$ cat config.mk
export PLATFORM = sky130hd
export DESIGN_NAME = abs_dif_acc
export DESIGN_NICKNAME = d
export VERILOG_FILES = /design/src/rtl/abs_dif_acc.sv
export SDC_FILE = /design/constraint.sdc
export NUM_CORES = 1
export LEC_CHECK = 0
export CAP_MARGIN = 20
export CORE_UTILIZATION = 39
export CTS_CLUSTER_SIZE = 24
export DETAILED_ROUTE_END_ITERATION = 16
export HOLD_SLACK_MARGIN = 0.12
export PLACE_DENSITY = 0.64
export SYNTH_ARGS = -nofsm -noshare
export SYNTH_HDL_FRONTEND = slang
export SYNTH_SLANG_ARGS = --single-unit
export TNS_END_PERCENT = 1
$ cat constraint.sdc
create_clock -name clk -period 2.28 [get_ports clk]
set_input_delay 0.456 -clock clk [delete_from_list [all_inputs] [get_ports clk]]
set_output_delay 0.456 -clock clk [all_outputs]
set_load 0.02 [all_outputs]
$ cat src/rtl/abs_dif_acc.sv
// abs_dif_acc: flag-steered |a-b| followed by a block sum-of-absolute-differences over LEN samples.
// Define ABS_DIF_ACC_MAX_EN to add out_max, the largest |a-b| seen in each block.
module abs_dif_acc #(
  parameter int N   = 4,
  parameter int LEN = 8,
  parameter int SW  = 7
) (
  input  logic          clk,
  input  logic          rst,
  input  logic          in_valid,
  output logic          in_ready,
  input  logic [N-1:0]  a,
  input  logic [N-1:0]  b,
  input  logic          agb,
  input  logic          aeb,
  input  logic          alb,
  output logic          out_valid,
  input  logic          out_ready,
  output logic [SW-1:0] out_sum,
`ifdef ABS_DIF_ACC_MAX_EN
  output logic [N-1:0]  out_max,
`endif
  output logic          err
);
  localparam int CW = $clog2(LEN);

  typedef enum logic {RUN, DONE} state_t;
  state_t state, state_nxt;

  logic          vld_p1;
  logic [N-1:0]  d1_p1;
  logic [SW-1:0] acc_p2;
  logic [CW-1:0] cnt_p2;
  logic          accept, s2_take, out_take, last;

  function automatic logic flags_bad(input logic g, input logic e, input logic l);
    flags_bad = !(({g, e, l} == 3'b100) || ({g, e, l} == 3'b010) || ({g, e, l} == 3'b001));
  endfunction

  // The comparator flags pick the operand order, so the N-bit subtraction never wraps.
  function automatic logic [N-1:0] abs_dif(input logic [N-1:0] x, input logic [N-1:0] y,
                                           input logic g, input logic e, input logic l);
    case ({g, e, l})
      3'b100:  abs_dif = x - y;
      3'b001:  abs_dif = y - x;
      default: abs_dif = '0;
    endcase
  endfunction

  assign s2_take  = vld_p1 && (state == RUN);
  assign in_ready = !rst && (!vld_p1 || s2_take);
  assign accept   = in_valid && in_ready;
  assign out_take = out_valid && out_ready;
  assign last     = (cnt_p2 == CW'(LEN - 1));

  always_ff @(posedge clk) begin
    if (rst) state <= RUN;
    else     state <= state_nxt;
  end

  always_comb begin
    state_nxt = state;
    case (state)
      RUN:     if (s2_take && last) state_nxt = DONE;
      DONE:    if (out_take) state_nxt = RUN;
      default: state_nxt = RUN;
    endcase
  end

  // Stage 1: capture |a-b| on accept
  always_ff @(posedge clk) begin
    if (rst) begin
      vld_p1 <= 1'b0;
      err    <= 1'b0;
    end else begin
      if (accept)       vld_p1 <= 1'b1;
      else if (s2_take) vld_p1 <= 1'b0;
      if (accept && flags_bad(agb, aeb, alb)) err <= 1'b1;
    end
  end

  always_ff @(posedge clk) begin
    if (accept) d1_p1 <= abs_dif(a, b, agb, aeb, alb);
  end

  // Stage 2: accumulate and close the block
  always_ff @(posedge clk) begin
    if (rst) begin
      acc_p2    <= '0;
      cnt_p2    <= '0;
      out_sum   <= '0;
      out_valid <= 1'b0;
    end else if (s2_take) begin
      if (last) begin
        out_sum   <= acc_p2 + SW'(d1_p1);
        out_valid <= 1'b1;
        acc_p2    <= '0;
        cnt_p2    <= '0;
      end else begin
        acc_p2 <= acc_p2 + SW'(d1_p1);
        cnt_p2 <= cnt_p2 + CW'(1);
      end
    end else if (out_take) begin
      out_valid <= 1'b0;
    end
  end

`ifdef ABS_DIF_ACC_MAX_EN
  logic [N-1:0] mx_p2, mx_nxt;

  assign mx_nxt = (d1_p1 > mx_p2) ? d1_p1 : mx_p2;

  always_ff @(posedge clk) begin
    if (rst) begin
      mx_p2   <= '0;
      out_max <= '0;
    end else if (s2_take) begin
      if (last) begin
        out_max <= mx_nxt;
        mx_p2   <= '0;
      end else begin
        mx_p2 <= mx_nxt;
      end
    end
  end
`endif

endmodule

==> After elaboration in Yosys (flattened, before gate mapping) <==
Cells that the tools add are included.
{ "totals": {"register_bits": 25, "latchBits": 0, "ramBits": 0, "romBits": 0, "input_bits": 15, "out_inout_bits": 10, "elab_cells": 45, "n_memories": 0} }
{ "classes": {"add_sub_neg": 4, "multipliers": 0, "div_mod_pow": 0, "n_lt_le_gt_ge": 0, "eq_ne": 5, "shift": 0, "n_mux": 11, "bitwise_logic": 1, "reduce_logical": 16} }
{ "ops": {"columns": ["cell", "count"], "rows": [
  ["$pmux W4 S2", 1],
  ["$sub A4 B4 Y4", 2],
  ["$add A7 B4 Y7", 1],
  ["$mux W1", 7],
  ["$mux W7", 1],
  ["$eq A3 B3 Y1 const B", 2],
  ["$logic_and A1 B1 Y1", 6],
  ["$reduce_and A2 Y1", 2],
  ["$reduce_bool A2 Y1", 2],
  ["$add A3 B1 Y3 const B", 1],
  ["$eq A3 B1 Y1 const B", 1],
  ["$eq A3 B2 Y1 const B", 1],
  ["$logic_not A1 Y1", 3],
  ["$logic_or A1 B1 Y1", 3],
  ["$mux W3", 1],
  ["$ne A2 B1 Y1 const B", 1],
  ["$pmux W1 S2", 1],
  ["$not A1 Y1", 1]
]} }

==> Logic depth before layout (Yosys ltp) <==
Gate-level depths: netlist of run 1.
{ "depth": {"word_depth": 6, "ltp_mapped": 7, "depth_no_buf": 7} }

==> Worst setup path before layout of run 1 <==
No wires, ideal clock.
{ "synth_path": {"kind": "register -> register", "start": "reg d1_p1[0]", "end": "reg acc_p2[6]", "setup_time_ps": 74, "arrival_ps": 1771, "required_ps": 2206, "setup_slack_ps": 435, "stages_incl_launch_ff": 8, "path_buffers": 0, "period_less_slack_ps": 1845, "cell_sequence": "edfxtp_1 > ha_1 > inv_1 > fa_1 > and2b_1 > o2111ai_1 > a2111o_1 > a31oi_1"} }
{ "synth_between": {"elab_chain_len": 2} }
{ "synth_lines": {"columns": ["item", "line_no", "rtl"], "rows": [
  ["start: declaration", "31", "logic [N-1:0] d1_p1;"],
  ["start signal: assignment", "83", "if (accept) d1_p1 <= abs_dif(a, b, agb, aeb, alb);"],
  ["$add A7 B4 Y7", "100", "acc_p2 <= acc_p2 + SW'(d1_p1);"],
  ["$mux W7", "94", "if (last) begin"],
  ["end signal: assignment", "100", null],
  ["end: declaration", "32", "logic [SW-1:0] acc_p2;"]
]} }
No other way between the ends.
A chain may end at the register's enable or synchronous reset.

==> Worst setup path in the final report of run 1 <==
{ "layout_path": {"start": "in rst", "end": "out in_ready"} }
{ "layout_between": {"elab_chain_len": 2} }
{ "layout_lines": {"columns": ["item", "line_no", "rtl"], "rows": [
  ["start: declaration", "9", "input logic rst,"],
  ["$logic_not A1 Y1", "51", "assign in_ready = !rst && (!vld_p1 || s2_take);"],
  ["$logic_and A1 B1 Y1", "51", null],
  ["end: declaration", "11", "output logic in_ready,"]
]} }
No other way between the ends.

==> results of run 1 <==
[metal layers]
layer  up-vias  wire [um]  GRT usage
li1        664          -          -
met1       613       1520      0.209
met2        25       1530      0.313
met3         8         71     0.0176
met4         0         96     0.0889
met5         -          0          0
[worst min-delay path by stage]
stage	start	to	slack (ns)	cells after the start
after CTS	err	err	0.46	2
after floorplan	acc_p2[0]	acc_p2[0]	0.46	2
after global placement	err	err	0.44	2
after global routing	err	err	0.47	2
after detailed placement	err	err	0.44	2
final	err	err	0.45	2
[cells by family after synthesis]
| kind of cell | Yosys count | synth area share |
|---|---|---|
| simple gates | 66 | 0.247 |
| compound gates | 35 | 0.158 |
| flops | 25 | 0.352 |
| buf+inv | 20 | 0.0522 |
| fa+ha+maj | 15 | 0.137 |
| xor+xnor | 6 | 0.0342 |
| mux | 3 | 0.0196 |
[synthesized netlist by cell type, types with 2 or more instances]
master	instances
clkbuf_1	2
nor2b_1	4
fa_1	3
o21a_1	4
edfxtp_1	4
nand2_1	8
ha_1	12
or3b_1	2
xnor2_1	3
inv_1	13
nor4_1	3
and3_1	2
nand2b_1	2
dfxtp_1	21
a22oi_1	3
o21ai_0	4
nand3b_1	5
a311o_1	2
nand3_1	3
or2b_1	2
nor3b_1	3
or4_1	5
buf_2	4
a31oi_1	2
o211ai_1	2
mux2i_1	3
nor2_1	17
a21o_1	3
nor3_1	4
a21oi_1	10
xor2_1	3
[power groups by stage]
stage	logic (mW)	registers (mW)	clock network, mW
floorplan	0.0974	0.481	0
global placement	0.154	0.481	0
detailed placement	0.160	0.482	0
CTS	0.161	0.472	0.282
global route	0.183	0.475	0.301
finish	0.160	0.473	0.274
[sequential cells by signal, summed over array words and instances, names as in the netlist]
signal and flops:
acc_p2 7, cnt_p2 3, d1_p1 4, err 1
out_sum 7, out_valid 1, state 1, vld_p1 1
[metrics by stage]
stage          worst slack [ns]  instances  hold slack (ns)   util
3_3_place_gp           -0.00736        243            0.436  0.502
6_report                  0.118        247            0.453  0.514
5_1_grt                  0.0609        247            0.471  0.514
2_1_floorplan             0.435        170            0.461      -
3_5_place_dp            -0.0352        243            0.445  0.502
4_1_cts                   0.111        247            0.456  0.514
[final cells by class]
class | count | area [um2] | area share
clock inverters | 1 | 6.26 | 0.00327
repair buffers | 32 | 300 | 0.157
clock buffers | 3 | 41.3 | 0.0216
inverters | 13 | 48.8 | 0.0255
flip-flops and latches | 25 | 541 | 0.283
well taps | 48 | 60.1 | 0.0314
multi-input cells | 125 | 915 | 0.478
[worst register-to-register path: stages, from the launching register on]
cell	delay [ns]
dfxtp_1	0.34
ha_1	0.17
inv_1	0.05
fa_1	0.40
and2b_1	0.23
o2111ai_1	0.19
a2111o_1	0.42
a31oi_1	0.18
[placed cells by master (no fill, tap or decap), types with 2 or more instances in the layout]
cell type         n
a21o_1            3
a21oi_1          10
a22oi_1           3
a311o_1           2
a31oi_1           2
and3_1            2
buf_4             8
clkbuf_8          3
clkdlybuf4s50_1  24
dfxtp_1          21
edfxtp_1          4
fa_1              3
ha_1             12
inv_1            13
mux2i_1           3
nand2_1           8
nand2b_1          2
nand3_1           3
nand3b_1          5
nor2_1           17
nor2b_1           4
nor3_1            4
nor3b_1           3
nor4_1            3
o211ai_1          2
o21a_1            4
o21ai_0           4
or2b_1            2
or3b_1            2
or4_1             5
xnor2_1           3
xor2_1            3
==> results by stage, run 1 <==
Routing:
- The routed via count divided by cell count is roughly 5.3.
- Once detail routing completed, the nets flagged for antenna violations numbered 0.
- The first detailed-routing pass took 4 iterations.
- The number of design-rule violations left by the first detailed-router iteration is 83.
- In the routed design, unresolved DRC markers number 0.
- The via count is roughly 1300.
- The aggregate routed wire length is between 3000 and 4000 um.
- Dividing the detail-routed wire length by the instance count gives about 13 um.

Cells and area:
- The number of nets at the end of the flow is 230.
- The final instance area is 1910 um2.
- The final antenna diode count is 0.
- The layout cell share with drive strength beyond 1 is 0.0653.
- The area growth from synthesis to layout is 24.5%.
- Fill cells in the final layout number 356.

Synth:
- In this run, synthesis inferred 4 flip-flops with an integrated enable.
- The cell count after synthesis came out at between 150 and 200.
- In the synthesized netlist the dominant register cell turns out to be dfxtp_1.
- The cell area after technology mapping is roughly 1500 um2.
- The number of nets in the synthesized netlist is 200.
- Counting flops with an async set or reset pin after synthesis yields a share of 0.
- The share of synthesized area in the top cell type comes to 0.274.
- The synthesized netlist contains 43 unique library cells.
- The fraction of the yosys area taken by sequential cells is 0.352.
- The synthesized design contains 25 register bits.
- The synthesis warning total is 0.
- In the post-synthesis netlist, the biggest area contributors are dfxtp_1 (27%), ha_1 (9.8%), edfxtp_1 (7.8%).
- The library cell with the largest summed area after synthesis is dfxtp_1.
- A synthesized cell averages roughly 9.0 um2.

Pwr:
- In this run the power spent charging and discharging nets is 0.240 mW.
- The sum of internal, switching and leakage power is 0.907 mW.
- The leakage dissipation is just under 0.8 nW.
- The internal power consumption is 0.668 mW.
- Of the total power, registers draw 0.521.
- The largest voltage drop on the vdd net is 0.000227 V.
- The share of total power dissipated in combinational logic is 0.177.
- The clock network fraction of design power is 0.302.
- The ratio of total power to cell area is 475 nW/um2.
- The switching fraction of total power is 0.264.

Critical path:
- The required time at the endpoint of the critical path is between 1.5 and 2 ns.
- The maximum fanout along the worst path is 2.
- In this run the critical register-to-register path is captured at acc_p2[6].
- The worst setup path is of the in2out kind.
- Measured in cells, the most critical reg-to-reg path has a length of 7.
- The sort of element at the end of the critical path is an output port.
- The source of the worst register-to-register timing path is acc_p2[0].
- The critical path startpoint is rst.
- The cell type group with the largest total delay on the critical path is buffers and inverters.
- Walking the worst path, the cells encountered are clkdlybuf4s50_1, a21oi_1, clkdlybuf4s50_1.
- The worst setup path endpoint is in_ready.
- The critical path crosses 3 cells after its start point.
- The total buffers and inverters traversed by the critical path is 2.
- The critical path data arrival time is roughly 1.7 ns.
- For this run, the slowest stage of the critical path takes 0.63 ns.
- The critical-path cell with the highest stage delay is clkdlybuf4s50_1.
- Counting stages on the worst path, the most repeated cell is clkdlybuf4s50_1.
- STA classifies the critical path startpoint as an input pin.
- Across all register-to-register paths, the minimum setup slack is around 0.21 ns.

Placed design:
- The number of I/O port buffers is 24.
- Routability-driven placement finished with a final weighted congestion of 0.811.
- After detailed placement, the total cell area comes to between 1500 and 2000 um2.
- The wire-length estimate of the detail-placed layout is between 2000 and 2500 um.

Clocking:
- The clock root buffer is clkbuf_8.
- The hold-fix buffer count after cts is 0.
- The sink count of the clock tree is 25.
- Clock-pin slew was measured on the worst setup and hold paths at 0.08 ns.
- The clock insertion delay at the later pin of the skew report is between 0.2 and 0.3 ns.
- In this run the deepest clock path goes through 2 buffers.
- TritonCTS built the clock tree.
- The post-cts gate resize count is 0.
- CTS built an H-tree with a depth of 1.
- TritonCTS created 3 clock buffers.
- Buffers added to address setup during post-CTS repair amount to 0.

Min path:
- The path class of the tightest hold or removal check is reg2reg.

Timing:
- At the pin with the least slew margin, the transition time is about 0.55 ns.
- The number of setup violations in the final report is 0.
- Measured against its own limit, the worst slew margin works out to 0.635.
- The fmax is 463 MHz.
- Setup repair after global routing left no endpoint under its margin.
- On the final layout, the worst clock skew is 0.0123 ns.
- The total negative slack is 0 ns.
- Dividing the final minimum period by the clock period gives 0.948.
- The number of pins with negative max-slew slack in the final report is 0.
- The count of final hold-check violations came to 0.
- For the finished layout, the period the worst path requires is 2.16 ns.

Die:
- The chip width is approximately 65 um.
- The initial core utilization is 0.413.
- The die covers approximately 4200 um2.
- The number of I/O pins is 25.
- The height of the die is between 60 and 70 um.
- The total core area is between 3000 and 4000 um2.
- The placement row count is 22.

Flow run:
- The number of max-capacitance violations reported is 0.

GRT:
- Summed over all layers, the global routing overflow is 0.
- The first global-routing pass estimated just under 6000 um of wire.
- The via count of the first global-routing pass is ~1400.
- Entering global routing, the biggest net connects 31 pins.
- The initial antenna violation count is 0.
- The overall track demand over capacity in global routing is 0.176.

Status:
- The run finished with clean final reports.
Power figures use the tool's default switching activity.
==> inputs of run 2 (changes only) <==
--- a/config.mk
+++ b/config.mk
@@ -14,4 +14,4 @@
 export SYNTH_ARGS = -nofsm -noshare
 export SYNTH_HDL_FRONTEND = slang
 export SYNTH_SLANG_ARGS = --single-unit
-export TNS_END_PERCENT = 1
+export TNS_END_PERCENT = 100
==> results of run 2 <==
Same layout as run 1: the final DEF is identical, and so are final timing and power.
==> variant 1: new RTL, config.mk and constraints of run 2 <==
The parameter `N` goes from 4 to 5.
--- a/src/rtl/abs_dif_acc.sv
+++ b/src/rtl/abs_dif_acc.sv
@@ -1,7 +1,7 @@
 // abs_dif_acc: flag-steered |a-b| followed by a block sum-of-absolute-differences over LEN samples.
 // Define ABS_DIF_ACC_MAX_EN to add out_max, the largest |a-b| seen in each block.
 module abs_dif_acc #(
-  parameter int N   = 4,
+  parameter int N   = 5,
   parameter int LEN = 8,
   parameter int SW  = 7
 ) (
Interface: changed (resized a and b); port bits go from 25 to 27. No check against the original RTL was run, so the function may have changed too.
==> variant 1 against run 2 <==
First-iteration DRC count is 14% lower; sequential cell count is 1 higher; synthesized area is 12% higher; clock power is 27% higher; setup slack worse by 0.038 ns; design area is 14% higher; critical endpoint unchanged; die area is 11% higher; maximum frequency is 1.7% lower; utilization is 1.4 points higher; power is 18% higher; wire length is 12% higher; via count is 16% higher.
==> variant 1: results (changes against run 2) <==
Timing
  • Upper clock frequency limit: 0.454 GHz (was 0.463 GHz)
  • Clock skew: 0.00612 ns (was 0.0123 ns)
  • Least-Margin Pin Slew: 0.405 ns (was 0.547 ns)
  • Hold Worst Slack: 0.455 ns (was 0.453 ns)

Finish
  • Final Net Count: 269 (was 230)
  • Registers with the most flip-flops: acc_p2 x7, out_sum x7, d1_p1 x5 (was acc_p2 x7, out_sum x7, d1_p1 x4)
  • Antenna diode count: 0 (unchanged)
  • Filler instances: 378 (was 356)
  • Share of layout cells above drive strength 1: 12.0% (was 6.53%)

Power
  • Leak pwr: 0.897 nW (was 0.790 nW)
  • VDD IR-drop max: 208 µV (was 227 µV)

CTS
  • Clock buffers created by TritonCTS: 3 (unchanged)
  • Maximum clock path buffer count: 2 (unchanged)
  • Number of levels the H-tree was split into: 1 (unchanged)
  • Source-to-sink clock delay at the later pin of the worst-skew pair: 0.28 ns (about the same)
  • Clock Tree Root: clkbuf_8 (unchanged)
  • Clock transition at path regs: 0.09 ns

Placed design
  • Placed insts: 278 (was 243)
  • Number of buffers inserted by port buffering: 26 (was 24)
  • Cell area reported after detailed placement: 2090 µm² (was 1860 µm²)
  • Sum of net half-perimeters after detailed placement: 2810 µm (was 2380 µm)
  • Post-Place Setup Slack: -0.336 ns (was -0.0352 ns)
  • Global placer's final weighted congestion: 0.888 (was 0.811)

Yosys
  • Share of synthesized flip-flops with an asynchronous set or reset: 0% (unchanged)
  • Leading post-synthesis cells by instance count: dfxtp_1 (21), inv_1 (17), a21oi_1 (16) (was dfxtp_1 (21), nor2_1 (17), inv_1 (13))
  • Share of synthesized area occupied by flip-flops and latches: 33.2% (was 35.2%)
  • Number of enable flip-flop cells after synthesis: 5 (was 4)
  • Leading post-synthesis cells by cell area: dfxtp_1 (24%), ha_1 (11%), edfxtp_1 (8.7%) (was dfxtp_1 (27%), ha_1 (9.8%), edfxtp_1 (7.8%))
  • Post-synth top flop: dfxtp_1 (unchanged)
  • Net Count, Synth: 231 (was 200)
  • Syn. warnings: 0 (unchanged)
  • Post-synth cell types: 56 (was 43)
  • Average size of a mapped cell: 8.76 µm² (was 9.03 µm²)

Min path
  • Hold crit path type: flop to flop (unchanged)

Global route
  • Vias in the first global route: 1445 (was 1360)
  • Global-route usage over all layers: 18.1% (was 17.6%)
  • Maximum number of pins on one net before global-route repair: 25 (was 31)
  • Number of antenna violations at the first check in global routing: 0 (unchanged)
  • Global-route wire length before repair: 6330 µm (was 5860 µm)

Route
  • DR vias: 1521 (was 1310)
  • DR pass1 iterations: 4 (unchanged)
  • Sum of routed wire length over all layers: 3600 µm (was 3220 µm)
  • Count of routing violations after the opening detailed-route iteration: 71 (was 83)
  • Average detailed-routed wire length per instance: 12.7 µm (was 13.0 µm)

Run status
  • Run status: finished clean (unchanged)

Setup path
  • Delay of the slowest critical-path stage: roughly 0.64 ns
  • Cell with the largest stage delay on the worst path: clkdlybuf4s50_1 (unchanged)
  • Arrival time at the worst endpoint: 1.74 ns (was 1.71 ns)
  • Maximum net fanout on the critical path: 2 (unchanged)
  • Setup slack, reg-to-reg: 0.14 ns (was 0.21 ns)
-- variant 1: cell types whose count changed after synthesis, sizes merged, moves of 4 or more --
cell / delta
a21oi: +7
nand2: +7
inv: +5
a211oi: +4
nor3: +4
-- variant 1: per-layer routing --
metal	part of all wire [%]	global-route usage (%)
met5	0	0
met2	47	30.3
met3	1.7	2.50
met4	1.2	6.51
met1	50	23.5
-- variant 1: path summary, 6_finish.rpt --
path,to,cells after the start,start
worst max register to register,acc_p2[6],7,d1_p1[0]
worst min-delay path,err,2,err
worst min register to register,err,2,err
worst max-delay path,in_ready,3,rst
-- variant 1: critical path: cells and delay by family --
| kind | cells | cell delay, ns |
|---|---|---|
| buffers and inverters | 2 | 1.10 |
| AO/OA/AOI/OAI | 1 | 0.19 |
-- variant 1: where the power goes --
| group | internal (mW) | leakage [nW] | switching [mW] |
|---|---|---|---|
| clock | 0.191 | 0.0339 | 0.157 |
| sequential | 0.485 | 0.219 | 0.0116 |
| combinational | 0.114 | 0.644 | 0.112 |
| total | 0.790 | 0.897 | 0.281 |
-- variant 1: cell families after synthesis --
group / share of synthesized area [%]
buf+inv: 7.36
compound gates: 20.0
flops: 33.2
simple gates: 21.7
mux: 1.17
fa+ha+maj: 14.4
xor+xnor: 2.04
-- variant 1: area by class of cell --
type,count,area (µm²),share of cell area [%]
Multi-Input combinational cell,144,1030,47.3
Sequential cell,26,571,26.3
Timing Repair Buffer,41,378,17.4
Inverter,18,67.6,3.11
Clock buffer,4,66.3,3.05
Tap cell,50,62.6,2.88
-- variant 1: what timing repair did --
action | CTS | global route
pin swaps | 0 | 2
setup buffers | 0 | 1
hold endpoints to repair | 0 | 0
endpoints found under the setup margin | 1 | 1
resized for setup | 3 | 2
==> variant 2: new RTL, config.mk and constraints of run 2 <==
Without the edit above. Put one more register stage on the output `err`, cleared by the reset. The value now appears one clock later. The other outputs are not delayed to match.
--- a/src/rtl/abs_dif_acc.sv
+++ b/src/rtl/abs_dif_acc.sv
@@ -25,6 +25,8 @@
   localparam int CW = $clog2(LEN);
 
   typedef enum logic {RUN, DONE} state_t;
+
+  logic err_s0;
   state_t state, state_nxt;
 
   logic          vld_p1;
@@ -71,11 +73,11 @@
   always_ff @(posedge clk) begin
     if (rst) begin
       vld_p1 <= 1'b0;
-      err    <= 1'b0;
+      err_s0 <= 1'b0;
     end else begin
       if (accept)       vld_p1 <= 1'b1;
       else if (s2_take) vld_p1 <= 1'b0;
-      if (accept && flags_bad(agb, aeb, alb)) err <= 1'b1;
+      if (accept && flags_bad(agb, aeb, alb)) err_s0 <= 1'b1;
     end
   end
 
@@ -125,5 +127,13 @@
   end
 `endif
 
+  always_ff @(posedge clk) begin
+    if (rst) begin
+      err <= '0;
+    end else begin
+      err <= err_s0;
+    end
+  end
+
 endmodule
 
Behaviour: not the same (Yosys sat finds a counterexample within 4 cycles, from zero or initial values and one cycle with rst high).
==> variant 2 against run 2 <==
Register-to-register slack improved by 0.02 ns; design area increased by 1.5%; critical path depth unchanged; non-clock buffer count unchanged; die area increased by 0.56%; synthesized area increased by 0.57%; power increased by 9.3%; setup slack improved by 0.012 ns; sequential cell count increased by 1; wire length decreased by 2.5%; maximum frequency increased by 0.57%; critical endpoint unchanged; largest power group unchanged.
==> variant 2: results (changes against run 2) <==
Run status
  • Run status: finished clean (unchanged)

CTS
  • Gates resized, CTS repair: 0 (unchanged)
  • Source-to-sink clock delay at the later pin of the worst-skew pair: about 0.27 ns
  • Maximum clock path buffer count: 2 (unchanged)
  • Number of levels the H-tree was split into: 1 (unchanged)
  • Clock buffers created by TritonCTS: 3 (unchanged)
  • Clock Tree Root: clkbuf_8 (unchanged)
  • Clock transition at path regs: 0.09 ns
  • Count of buffers added by post-CTS timing repair for setup: 0 (unchanged)

Placed design
  • Number of buffers inserted by port buffering: 24 (unchanged)
  • Global placer's final weighted congestion: 0.790 (was 0.811)
  • Sum of net half-perimeters after detailed placement: 2320 µm (was 2380 µm)

Route
  • DR pass1 iterations: 4 (unchanged)
  • DR vias: 1312 (was 1310)
  • Average detailed-routed wire length per instance: 12.8 µm (was 13.0 µm)
  • Count of routing violations after the opening detailed-route iteration: 116 (was 83)

Global route
  • Maximum number of pins on one net before global-route repair: 31 (unchanged)
  • Global-route wire length before repair: 5550 µm (was 5860 µm)
  • Number of antenna violations at the first check in global routing: 0 (unchanged)
  • Global-route usage over all layers: 16.5% (was 17.6%)

Setup path
  • Arrival time at the worst endpoint: 1.69 ns (was 1.71 ns)
  • Maximum net fanout on the critical path: 2 (unchanged)

Yosys
  • Number of enable flip-flop cells after synthesis: 4 (unchanged)
  • Leading post-synthesis cells by instance count: dfxtp_1 (22), nor2_1 (16), ha_1 (12), inv_1 (12) (was dfxtp_1 (21), nor2_1 (17), inv_1 (13))
  • Net Count, Synth: 199 (was 200)
  • Share of synthesized flip-flops with an asynchronous set or reset: 0% (unchanged)
  • Post-synth cell types: 42 (was 43)
  • Xor/xnor cell area share of the yosys netlist: 2.27% (was 3.42%)
  • Multiplexer share of the synthesized area: 1.94% (was 1.96%)
  • Adder-cell share of the synthesized area: 13.6% (was 13.7%)
  • Leading post-synthesis cells by cell area: dfxtp_1 (29%), ha_1 (9.7%), edfxtp_1 (7.8%) (was dfxtp_1 (27%), ha_1 (9.8%), edfxtp_1 (7.8%))
  • Post-synthesis compound-gate area fraction: 16.1% (was 15.8%)
  • Share of synthesized area occupied by flip-flops and latches: 36.3% (was 35.2%)
  • Syn. warnings: 0 (unchanged)

Power
  • VDD IR-drop max: 246 µV (was 227 µV)
  • Leak pwr: 0.807 nW (was 0.790 nW)

Timing
  • Final setup violation count: 0 (unchanged)
  • Worst slew margin relative to its limit: 76.4% (was 63.5%)
  • Clock skew: 0.00445 ns (was 0.0123 ns)

Job
  • Max-cap violation count: 0 (unchanged)

Finish
  • Filler instances: 360 (was 356)
  • Antenna diode count: 0 (unchanged)
  • Final Net Count: 229 (was 230)
  • Registers with the most flip-flops: acc_p2 x7, out_sum x7, d1_p1 x4 (unchanged)
  • Share of layout cells above drive strength 1: 6.57% (was 6.53%)

Min path
  • Hold crit path type: flop to flop (unchanged)
variant 2: metal layers:
layer	global-route usage (%)	vias up	part of all wire, %
met1	18.7	614	46
met5	0	-	0
met4	6.11	0	0.92
li1	-	678	-
met3	2.46	2	1.9
met2	30.7	18	51
variant 2: power breakdown:
part / internal (mW) / switching (mW)
combinational: 0.0795 / 0.0803
clock: 0.191 / 0.150
sequential: 0.481 / 0.00998
total: 0.752 / 0.240
variant 2: worst paths after layout:
path                                  end  slack [ns]  depth (start not counted)  startpoint
worst max-delay path             in_ready        0.13                          3         rst
worst min-delay path                  err        0.47                          1      err_s0
worst max register to register  acc_p2[6]        0.23                          7   acc_p2[0]
worst min register to register        err        0.47                          1      err_s0
variant 2: final cells by class:
class / instances / area (µm²) / share of cell area [%]
inverter: 12 / 45.0 / 2.32
clock buffer: 4 / 66.3 / 3.42
multi-input combinational: 124 / 908 / 46.8
timing repair buffer: 32 / 300 / 15.5
sequential: 26 / 561 / 28.9
tap: 48 / 60.1 / 3.09
variant 2: critical path, stage by stage:
cell and delay, ns:
clkdlybuf4s50_1 0.44, a21oi_1 0.16, clkdlybuf4s50_1 0.64
variant 2: kinds of logic (layout without fill, tap and decap cells):
group,Yosys count,in the layout
buffers and inverters,19,48
AND/OR/NAND/NOR,67,67
flip-flops,26,26
multiplexers,3,3
AO/OA/AOI/OAI,35,35
XOR/XNOR,4,4
adder cells (fa/ha/maj),15,15
variant 2: through the flow:
stage,cells,utilization (%),setup WS [ns],instance area (µm²),hold WS (ns)
finish,246,52.2,0.130,1940,0.473
global route,246,52.2,0.0228,1940,0.492
CTS,246,52.2,0.119,1940,0.478
detailed placement,242,50.4,-0.0484,1870,0.465
global placement,242,50.4,-0.00794,1870,0.460
floorplan,169,-,0.435,1540,0.448
